File: src/rtl/pc_fetch.sv
`timescale 1ns/1ps
`default_nettype none
// +--------------------------------------------------------------------------+
// | pc_fetch : PC register, I-mem req/ack fetch, one-entry decode buffer     |
// | rev 1.0                                                                  |
// +--------------------------------------------------------------------------+
module pc_fetch #(
    parameter logic [31:0] PC_RESET = 32'h0000_3000,
    parameter logic [31:0] IM_BASE  = 32'h0000_3000,
    parameter int          IM_AW    = 12
) (
    input  logic             clk,
    input  logic             reset,
    input  logic             redirect_valid,
    input  logic [31:0]      redirect_pc,
    output logic [31:0]      pc,
    output logic [31:0]      pc_plus4,
    output logic             im_req,
    output logic [IM_AW-1:0] im_addr,
    input  logic             im_ack,
    input  logic [31:0]      im_rdata,
    output logic             instr_valid,
    input  logic             instr_ready,
    output logic [31:0]      instr,
    output logic [31:0]      instr_pc,
    output logic             pc_fault
);

    localparam logic [1:0]  S_IDLE    = 2'd0;
    localparam logic [1:0]  S_REQ     = 2'd1;
    localparam logic [1:0]  S_DRAIN   = 2'd2;
    localparam logic [1:0]  S_FAULT   = 2'd3;
    localparam logic [32:0] WIN_BYTES = 33'd1 << (IM_AW + 2);

    logic [1:0]       state_q, state_d;
    logic [31:0]      pc_q, pc_d;
    logic [IM_AW-1:0] req_addr_q, req_addr_d;
    logic             req_out_q, req_out_d;
    logic             valid_q, valid_d;
    logic [31:0]      instr_q, instr_d;
    logic [31:0]      instr_pc_q, instr_pc_d;
    logic             fault_q, fault_d;

    logic [31:0]      w_off;
    logic [31:0]      w_off_d;
    logic             w_in_range;
    logic             w_req;
    logic [31:0]      w_redir_pc;

    assign w_off      = pc_q - IM_BASE;
    assign w_in_range = (pc_q >= IM_BASE) && ({1'b0, w_off} < WIN_BYTES);
    assign w_redir_pc = redirect_pc & ~32'h3;

    // Once a request is raised it is held until acked, whatever decode does.
    always_comb begin
        w_req = 1'b0;
        case (state_q)
            S_REQ:   w_req = req_out_q || ((!valid_q || instr_ready) && w_in_range);
            S_DRAIN: w_req = 1'b1;
            default: w_req = 1'b0;
        endcase
    end

    always_comb begin
        state_d    = state_q;
        pc_d       = pc_q;
        req_out_d  = req_out_q;
        valid_d    = valid_q && !instr_ready;
        instr_d    = instr_q;
        instr_pc_d = instr_pc_q;
        fault_d    = fault_q;
        case (state_q)
            S_IDLE: begin
                state_d = S_REQ;
                if (redirect_valid) pc_d = w_redir_pc;
            end
            S_REQ: begin
                if (!req_out_q && !w_in_range) begin
                    state_d   = S_FAULT;
                    fault_d   = 1'b1;
                    req_out_d = 1'b0;
                end else if (redirect_valid) begin
                    pc_d      = w_redir_pc;
                    valid_d   = 1'b0;
                    req_out_d = 1'b0;
                    if (w_req && !im_ack) state_d = S_DRAIN;
                end else if (w_req && im_ack) begin
                    instr_d    = im_rdata;
                    instr_pc_d = pc_q;
                    valid_d    = 1'b1;
                    pc_d       = pc_q + 32'd4;
                    req_out_d  = 1'b0;
                end else begin
                    req_out_d = w_req;
                end
            end
            S_DRAIN: begin
                if (redirect_valid) pc_d = w_redir_pc;
                if (im_ack) state_d = S_REQ;
            end
            default: ;
        endcase
    end

    // req_addr tracks the next PC so a zero-wait issue already sees a registered address.
    assign w_off_d    = pc_d - IM_BASE;
    assign req_addr_d = (w_req && !im_ack) ? req_addr_q : IM_AW'(w_off_d >> 2);

    always_ff @(posedge clk) begin
        if (reset) begin
            state_q    <= S_IDLE;
            pc_q       <= PC_RESET;
            req_addr_q <= '0;
            req_out_q  <= 1'b0;
            valid_q    <= 1'b0;
            instr_q    <= '0;
            instr_pc_q <= '0;
            fault_q    <= 1'b0;
        end else begin
            state_q    <= state_d;
            pc_q       <= pc_d;
            req_addr_q <= req_addr_d;
            req_out_q  <= req_out_d;
            valid_q    <= valid_d;
            instr_q    <= instr_d;
            instr_pc_q <= instr_pc_d;
            fault_q    <= fault_d;
        end
    end

    assign pc          = pc_q;
    assign pc_plus4    = pc_q + 32'd4;
    assign im_req      = w_req;
    assign im_addr     = req_addr_q;
    assign instr_valid = valid_q;
    assign instr       = instr_q;
    assign instr_pc    = instr_pc_q;
    assign pc_fault    = fault_q;

endmodule
`default_nettype wire

File: config.mk
export PLATFORM = sky130hd
export DESIGN_NAME = pc_fetch
export DESIGN_NICKNAME = d
export VERILOG_FILES = /design/src/rtl/pc_fetch.sv
export SDC_FILE = /design/constraint.sdc
export NUM_CORES = 1
export LEC_CHECK = 0
export CAP_MARGIN = 20
export CORE_ASPECT_RATIO = 1.4
export CORE_MARGIN = 4
export CORE_UTILIZATION = 40
export CTS_CLUSTER_SIZE = 20
export DETAILED_ROUTE_END_ITERATION = 12
export PLACE_DENSITY = 0.74
export SKIP_LAST_GASP = 1
export SYNTH_ARGS = -nofsm -noshare
export SYNTH_HDL_FRONTEND = slang
export SYNTH_SLANG_ARGS = --single-unit
File: constraint.sdc
create_clock -name clk -period 5.71 [get_ports clk]
set_input_delay 1.4275 -clock clk [delete_from_list [all_inputs] [get_ports clk]]
set_output_delay 1.4275 -clock clk [all_outputs]
set_load 0.01 [all_outputs]
=== Word-level counts from Yosys, hierarchy flattened ===
Index checks and enable logic that the tools add are counted.

* Bits of input ports: 69
* Output and inout port bits: 143
* Bits in registers: 113
* Logic and storage cells: 57

* Muxes and demuxes: 18
* Eq/ne operators: 5
* Reduce and logical (&&, ||, !) cells: 19
* Order comparisons: 2
* Bitwise gates (word level): 2
* $add $sub $neg: 3

{| class="wikitable"
|+ Operators with widths
! kind !! number
|-
| $mux 32 || 4
|-
| $pmux 32 s2 || 1
|-
| $add 32x3->32 const B || 1
|-
| $ge 32x14->1 const B || 1
|-
| $lt 32x15->1 const B || 1
|-
| $sub 32x14->32 const B || 1
|-
| $sub 14x14->14 const B || 1
|-
| $mux 2 || 4
|-
| $reduce_and 4->1 || 2
|-
| $mux 1 || 7
|-
| $logic_and 1x1->1 || 6
|-
| $ne 3x3->1 const B || 2
|-
| $pmux 2 s3 || 1
|-
| $logic_not 1->1 || 5
|-
| $reduce_bool 3->1 || 1
|-
| $eq 2x1->1 const B || 1
|-
| $eq 2x2->1 const B || 1
|-
| $logic_not 2->1 || 1
|-
| $logic_or 1x1->1 || 2
|-
| $ne 2x2->1 const B || 1
|-
| $not 1->1 || 2
|-
| $pmux 1 s2 || 1
|-
| $reduce_and 2->1 || 1
|-
| $reduce_or 2->1 || 1
|}

=== Depth between registers and ports, before layout ===
Gate-level depths: netlist of the first run.

* Depth in word-level cells: 12
* Mapped depth: 12
* Mapped depth without buffers: 10

=== Worst setup path after synthesis of the first run ===
No wires, ideal clock.

* Path type: register to output
* Start point: register pc_q[2], in the netlist pc[2]
* End point: output port pc_plus4[28]
* Data required time: 4.283 ns
* Buffers on the path: 1
* Arrival: 2.263 ns
* Path slack: 2.020 ns
* Cell stages (with the launch flop): 8
* Cell sequence: dfxtp_1 > ha_1 > nand3_1 > or4_1 > clkbuf_1 > or2_2 > nor3_1 > xnor2_1

* Longest elaborated chain between the ends: 1

{| class="wikitable"
|+ RTL lines
! item !! RTL line !! text
|-
| start: declaration || 36 || <nowiki>logic [31:0] pc_q, pc_d;</nowiki>
|-
| start signal: assignment || 121 || <nowiki>pc_q <= pc_d;</nowiki>
|-
| $add 32x3->32 || 132 || <nowiki>assign pc_plus4 = pc_q + 32'd4;</nowiki>
|-
| end: declaration || 17 || <nowiki>output logic [31:0] pc_plus4,</nowiki>
|}

No other way between the ends.

=== Final worst setup path of the first run ===
* Start point: register pc_q[2], in the netlist pc[2]
* End point: output port pc_plus4[22]

Same word-level chain as after synthesis.

==> results of run 1 <==
cells by family (layout without fill, tap and decap cells):
| group | Yosys count | after routing | synth area share, % |
|---|---|---|---|
| muxes | 1 | 1 | 0.184 |
| DFF | 109 | 109 | 40.2 |
| adders and majority gates | 6 | 6 | 1.38 |
| other | 1 | 6 | 0.0690 |
| buffers and inverters | 81 | 245 | 6.65 |
| and+or+nand+nor | 279 | 279 | 22.8 |
| AOI/OAI and AO/OA | 194 | 194 | 23.9 |
| xor gates and xnor gates | 30 | 30 | 4.84 |
where the power goes:
group | switching, mW | internal [mW]
Sequential | 0.119 | 0.845
Combinational | 0.702 | 0.574
Clock | 0.305 | 0.318
Total | 1.13 | 1.74
synth_stat cells (5+ instances only):
master	n	area share, %
a211oi_1	8	1.1
a21oi_1	96	8.8
a22o_1	29	4.7
and3_1	5	0.58
buf_2	9	0.83
buf_4	7	0.97
clkbuf_1	43	3.0
dfxtp_1	109	40
ha_1	6	1.4
inv_1	19	1.3
nand2_1	151	10
nand3_1	13	1.2
nand4_1	6	0.69
nor2_1	53	3.7
nor3_1	14	1.3
nor4_1	6	0.69
o21ai_0	16	1.5
o32ai_1	5	0.81
or3_1	5	0.58
or4_1	5	0.69
xnor2_1	23	3.7
xor2_1	7	1.1
metal layers:
| metal | up-vias | wire length [um] | part of all wire, % | GRT usage, % |
|---|---|---|---|---|
| li1 | 2739 | - | - | - |
| met3 | 44 | 989 | 5.6 | 3.82 |
| met4 | 0 | 663 | 3.7 | 10.2 |
| met1 | 2620 | 7230 | 41 | 26.7 |
| met2 | 205 | 8820 | 50 | 37.5 |
| met5 | - | 0 | 0 | 0 |
flip-flops by register name, indices dropped and copies added, names as in the netlist:
signal       flops
im_addr         12
instr           32
instr_pc        30
instr_valid      1
pc              30
pc_fault         1
req_out_q        1
state_q          2
layout make-up:
class	instances	share of cell area, %
multi-input combinational	516	37.5
sequential	109	28.1
timing repair buffer	211	26.8
clock buffer	10	3.07
tap	182	2.93
inverter	19	0.917
clock inverter	5	0.724
worst max-delay path by stage:
stage               cells after the start           end
finish                                  7  pc_plus4[22]
global route                            7  pc_plus4[22]
CTS                                     7  pc_plus4[22]
detailed placement                      7        im_req
global placement                        7        im_req
floorplan                               7  pc_plus4[28]
worst max-delay path, stage by stage (launching register included):
cell             delay [ns]
dfxtp_1                0.47
ha_1                   0.27
nand3_1                0.25
or4_1                  0.74
nor2_1                 0.39
nand3_1                0.16
xnor2_1                0.25
clkdlybuf4s50_1        0.58
==> flow_summary.ini, run 1 <==
[timing]
finalMaxSlewViolations = 0
rsz0062_at_grt = false
fin_crit_sh_pct = 85.6
hold_ws_ns = 0.453
fin_worst_skew_ns = 0.0132
layout_setup_ws_ns = 0.821
setup_viol = 0
hold_violations = 0
max_freq_mhz = 205
fin_crit_ns = 4.89
max_slew.worst_pin.slew_ns = 0.774
max_slew_margin_pct = 48.4
fin_tns_setup_ns = 0

[cts]
htreeDepth = 3
clock-sinks = 109
clk_latency_ns = 0.35
cts_resized = 0
postCtsHoldBufs = 0
cts.clk_slew.worst_paths_ns = 0.08
cts_buffers = 9
clock-root-buffer = clkbuf_16
cts_setup_buffers = 0
cts_tree = built
cts.path.max_buffers = 2

[cells_and_area]
layout_common_cells = 202 x clkdlybuf4s50_1, 150 x nand2_1, 109 x dfxtp_1
nets = 941
multi_input_area_sq_um = 2910
num_antenna_cells = 0
fill_cells = 1263
final_cell_area_sq_um = 7780
stdcell_count = 1052
register_area_sq_um = 2180
area_growth_pct = 43.1
mostFrequentLayoutCell = clkdlybuf4s50_1
drive_gt1_share_pct = 5.17
final_util_pct = 58.4

[setup_path]
critical_path_class = reg -> out
cp-end-kind = primary output
reg2regPathDepth = 8
worstPathRequired_ns = 4.28
cp_max_fo = 8
worstReg2RegStart = pc[16]$_SDFFE_PP0P_
ff2ff_setup_slack_ns = 1.46
worst_ep_arrival_time_ns = 3.46
critPathLaunchType = flip-flop
r2r_end = instr[15]$_SDFFE_PP0P_
crit_start = pc[2]$_SDFF_PP0_

[global_routing]
grt_usage_pct = 22.0
antenna_found_initial = 0
grt-ovfl-total = 0
grt_first_pass_wirelength_um = 27600
grt_max_degree = 63
grt_pass1_vias = 5214

[detailed_routing]
routed_wl_um = 17700
final_antenna_net_count = 0
drc_errors = 0
drt_iter0_drc = 280
drtPass1Iterations = 5
wl_per_cell_um = 16.8
vias = 5608
via_per_inst = 5.33

[logic_synthesis]
synthArstFlopShare_pct = 0
ys.flop_type = dfxtp_1
avgSynthCellArea_sq_um = 7.75
ys_types = 60
ys_ff_latch = 109
syn_area_sq_um = 5430
ys_warn_count = 0
ys_seq_area_share_pct = 40.2
synth_cells = 701
synth-edff-count = 0

[floorplan]
core_region_area_sq_um = 13300
die-area_sq_um = 15500
die_x_um = 107
core.rowCount = 50
fp.dieH_um = 146
ios = 212
initial_core_util_pct = 40.8

[power_and_ir_drop]
finalPower_mw = 2.86
leakage_nw = 2.83
irDropWorstVdd_v = 0.000197
pwr_density_cell_nw_per_um2 = 368

[placement]
dp_cells = 1037
dp_hpwl_um = 12700
place_congestion = 0.886
pre_cts_ws_ns = 1.09
place_area_sq_um = 7480
io_buffers = 203

[min_path]
hold_path.class = reg -> reg
hp-start = instr_pc[14]$_SDFFE_PP0P_
hold_end = instr_pc[14]$_SDFFE_PP0P_
worstHoldPathCells = 2

[job]
maxCapViolCount = 0

[run_status]
status = completed
(Power assumes the default switching activity.)
==> run 2: changes to the inputs <==
--- a/config.mk
+++ b/config.mk
@@ -5,9 +5,7 @@
 export SDC_FILE = /design/constraint.sdc
 export NUM_CORES = 1
 export LEC_CHECK = 0
-export CAP_MARGIN = 20
 export CORE_ASPECT_RATIO = 1.4
-export CORE_MARGIN = 4
 export CORE_UTILIZATION = 40
 export CTS_CLUSTER_SIZE = 20
 export DETAILED_ROUTE_END_ITERATION = 12
==> run 2 against run 1 <==
First-iteration DRC count increased by 1.4%. Critical endpoint is now pc_plus4[26]. Combinational power about the same. Flip-flop and latch count unchanged. Largest cell class unchanged. Power decreased by 0.13%. Sequential share of layout area about the same. Largest power group unchanged. Critical path depth unchanged. Clock power decreased by 1%.
==> flow_summary.ini, run 2 (synthesized netlist as in run 1, its figures left out) <==
[floorplan]
die-area_sq_um = 14100
fp.dieH_um = 140
core.rowCount = 50
ios = 212
core_region_area_sq_um = 13300
die_x_um = 101
initial_core_util_pct = 40.8

[setup_path]
cp_max_fo = 8
critPathLaunchType = flip-flop
path_cells = ha_1 -> nand3_1 -> or4_1 -> nor2_1 -> nand4_1 -> xnor2_1 -> clkdlybuf4s50_1
worstReg2RegStart = pc[16]$_SDFFE_PP0P_
critical_path_class = reg -> out
slowest_stage = or4_1
crit_buf_inv = 1
crit_start = pc[2]$_SDFF_PP0_
critPathMaxStageDelay_ns = 0.73
cp-end-kind = primary output
worst_ep_arrival_time_ns = 3.51
cp_top_family = simple AND/OR/NAND/NOR gates
worstPathRequired_ns = 4.28

[job]
maxCapViolCount = 0

[power_and_ir_drop]
pwr-share-comb_pct = 44.6
p_clk_share_pct = 21.5
seqPwrFrac_pct = 33.9
pwr_density_cell_nw_per_um2 = 368
finalPower_mw = 2.86
switching_share_pct = 39.4
switchingPower_mw = 1.13
p_int_mw = 1.73
leakage_nw = 2.82
irDropWorstVdd_v = 0.000218

[placement]
io_buffers = 203
dp_cells = 1037
place_congestion = 0.934
dp_hpwl_um = 12300

[detailed_routing]
via_per_inst = 5.31
drc_errors = 0
drtPass1Iterations = 4
routed_wl_um = 17300
final_antenna_net_count = 0
wl_per_cell_um = 16.4
drt_iter0_drc = 284
vias = 5587

[timing]
max_freq_mhz = 202
fin_worst_skew_ns = 0.00961
rsz0062_at_grt = false
finalMaxSlewViolations = 0
max_slew.worst_pin.slew_ns = 0.940
hold_violations = 0
max_slew_margin_pct = 37.3
fin_crit_sh_pct = 86.6
fin_crit_ns = 4.94
hold_ws_ns = 0.454
fin_tns_setup_ns = 0
setup_viol = 0

[cells_and_area]
num_antenna_cells = 0
stdcell_count = 1052
layout_common_cells = 202 x clkdlybuf4s50_1, 150 x nand2_1, 109 x dfxtp_1
nets = 941
largest_reg_flops = 32
mostFrequentLayoutCell = clkdlybuf4s50_1
fill_cells = 1255
area_growth_pct = 42.9
drive_gt1_share_pct = 5.17

[global_routing]
global_route.usage.met1_pct = 30.0
grtUsageMet3_pct = 3.54
grt-ovfl-total = 0
grt_usage_pct = 24.3
antenna_found_initial = 0
grt_max_degree = 83
use_met2_pct = 42.7
grt_pass1_vias = 5030
grt_first_pass_wirelength_um = 27000
grt.busiest_layer = met2

[cts]
htreeDepth = 3
cts_tree = built
clock-sinks = 109
cts.path.max_buffers = 2
cts.clk_slew.worst_paths_ns = 0.08
cts_setup_buffers = 0
cts_resized = 0
cts_buffers = 9
postCtsHoldBufs = 0
clk_latency_ns = 0.35
clock-root-buffer = clkbuf_16

[min_path]
hp-start = instr[14]$_SDFFE_PP0P_
hold_path.class = reg -> reg

[run_status]
status = completed
## run 2: final timing paths
check / endpoint / cells after the start / slack [ns]
worst min-delay path: instr[14]$_SDFFE_PP0P_ / 2 / 0.45
worst max register to register: instr_pc[5]$_SDFFE_PP0P_ / 8 / 1.60
worst min register to register: instr[14]$_SDFFE_PP0P_ / 2 / 0.45
worst max-delay path: pc_plus4[26] / 7 / 0.77
## run 2: metal layers
layer  vias up  share of wire [%]
met4         0                1.9
met1      2632                 42
met5         -                  0
met2       188                 52
li1       2745                  -
met3        22                4.8
## run 2: layout make-up
type	count	area, sq um	area share, %
clock buffers	10	239	3.08
clock inverters	5	45.0	0.580
inverters	19	71.3	0.918
multi-input cells	516	2910	37.5
flip-flops and latches	109	2180	28.1
well taps	182	228	2.93
repair buffers	211	2090	26.9
## run 2: power by group through the flow
stage          Sequential [mW]  Combinational, mW  Clock (mW)
6_report                 0.968               1.28       0.615
3_3_place_gp             0.981               1.25           0
4_1_cts                  0.967               1.27       0.627
5_1_grt                  0.984               1.38       0.655
3_5_place_dp             0.983               1.26           0
2_1_floorplan            0.956              0.822           0
## run 2: worst reg2reg max path: cells and delay by family, from the launching register on
family	cells	cell delay [ns]
compound gates	3	1.22
buf+inv	1	0.44
flops	1	0.38
simple gates	4	2.00
## run 2: through the flow
stage | utilization (%) | worst slack [ns] | cell area, sq um
after floorplan | - | 2.02 | 5450
after global routing | 58.3 | 0.567 | 7760
final | 58.3 | 0.768 | 7760
after CTS | 58.3 | 0.762 | 7760
after global placement | 56.1 | 1.11 | 7480
after detailed placement | 56.1 | 1.06 | 7480
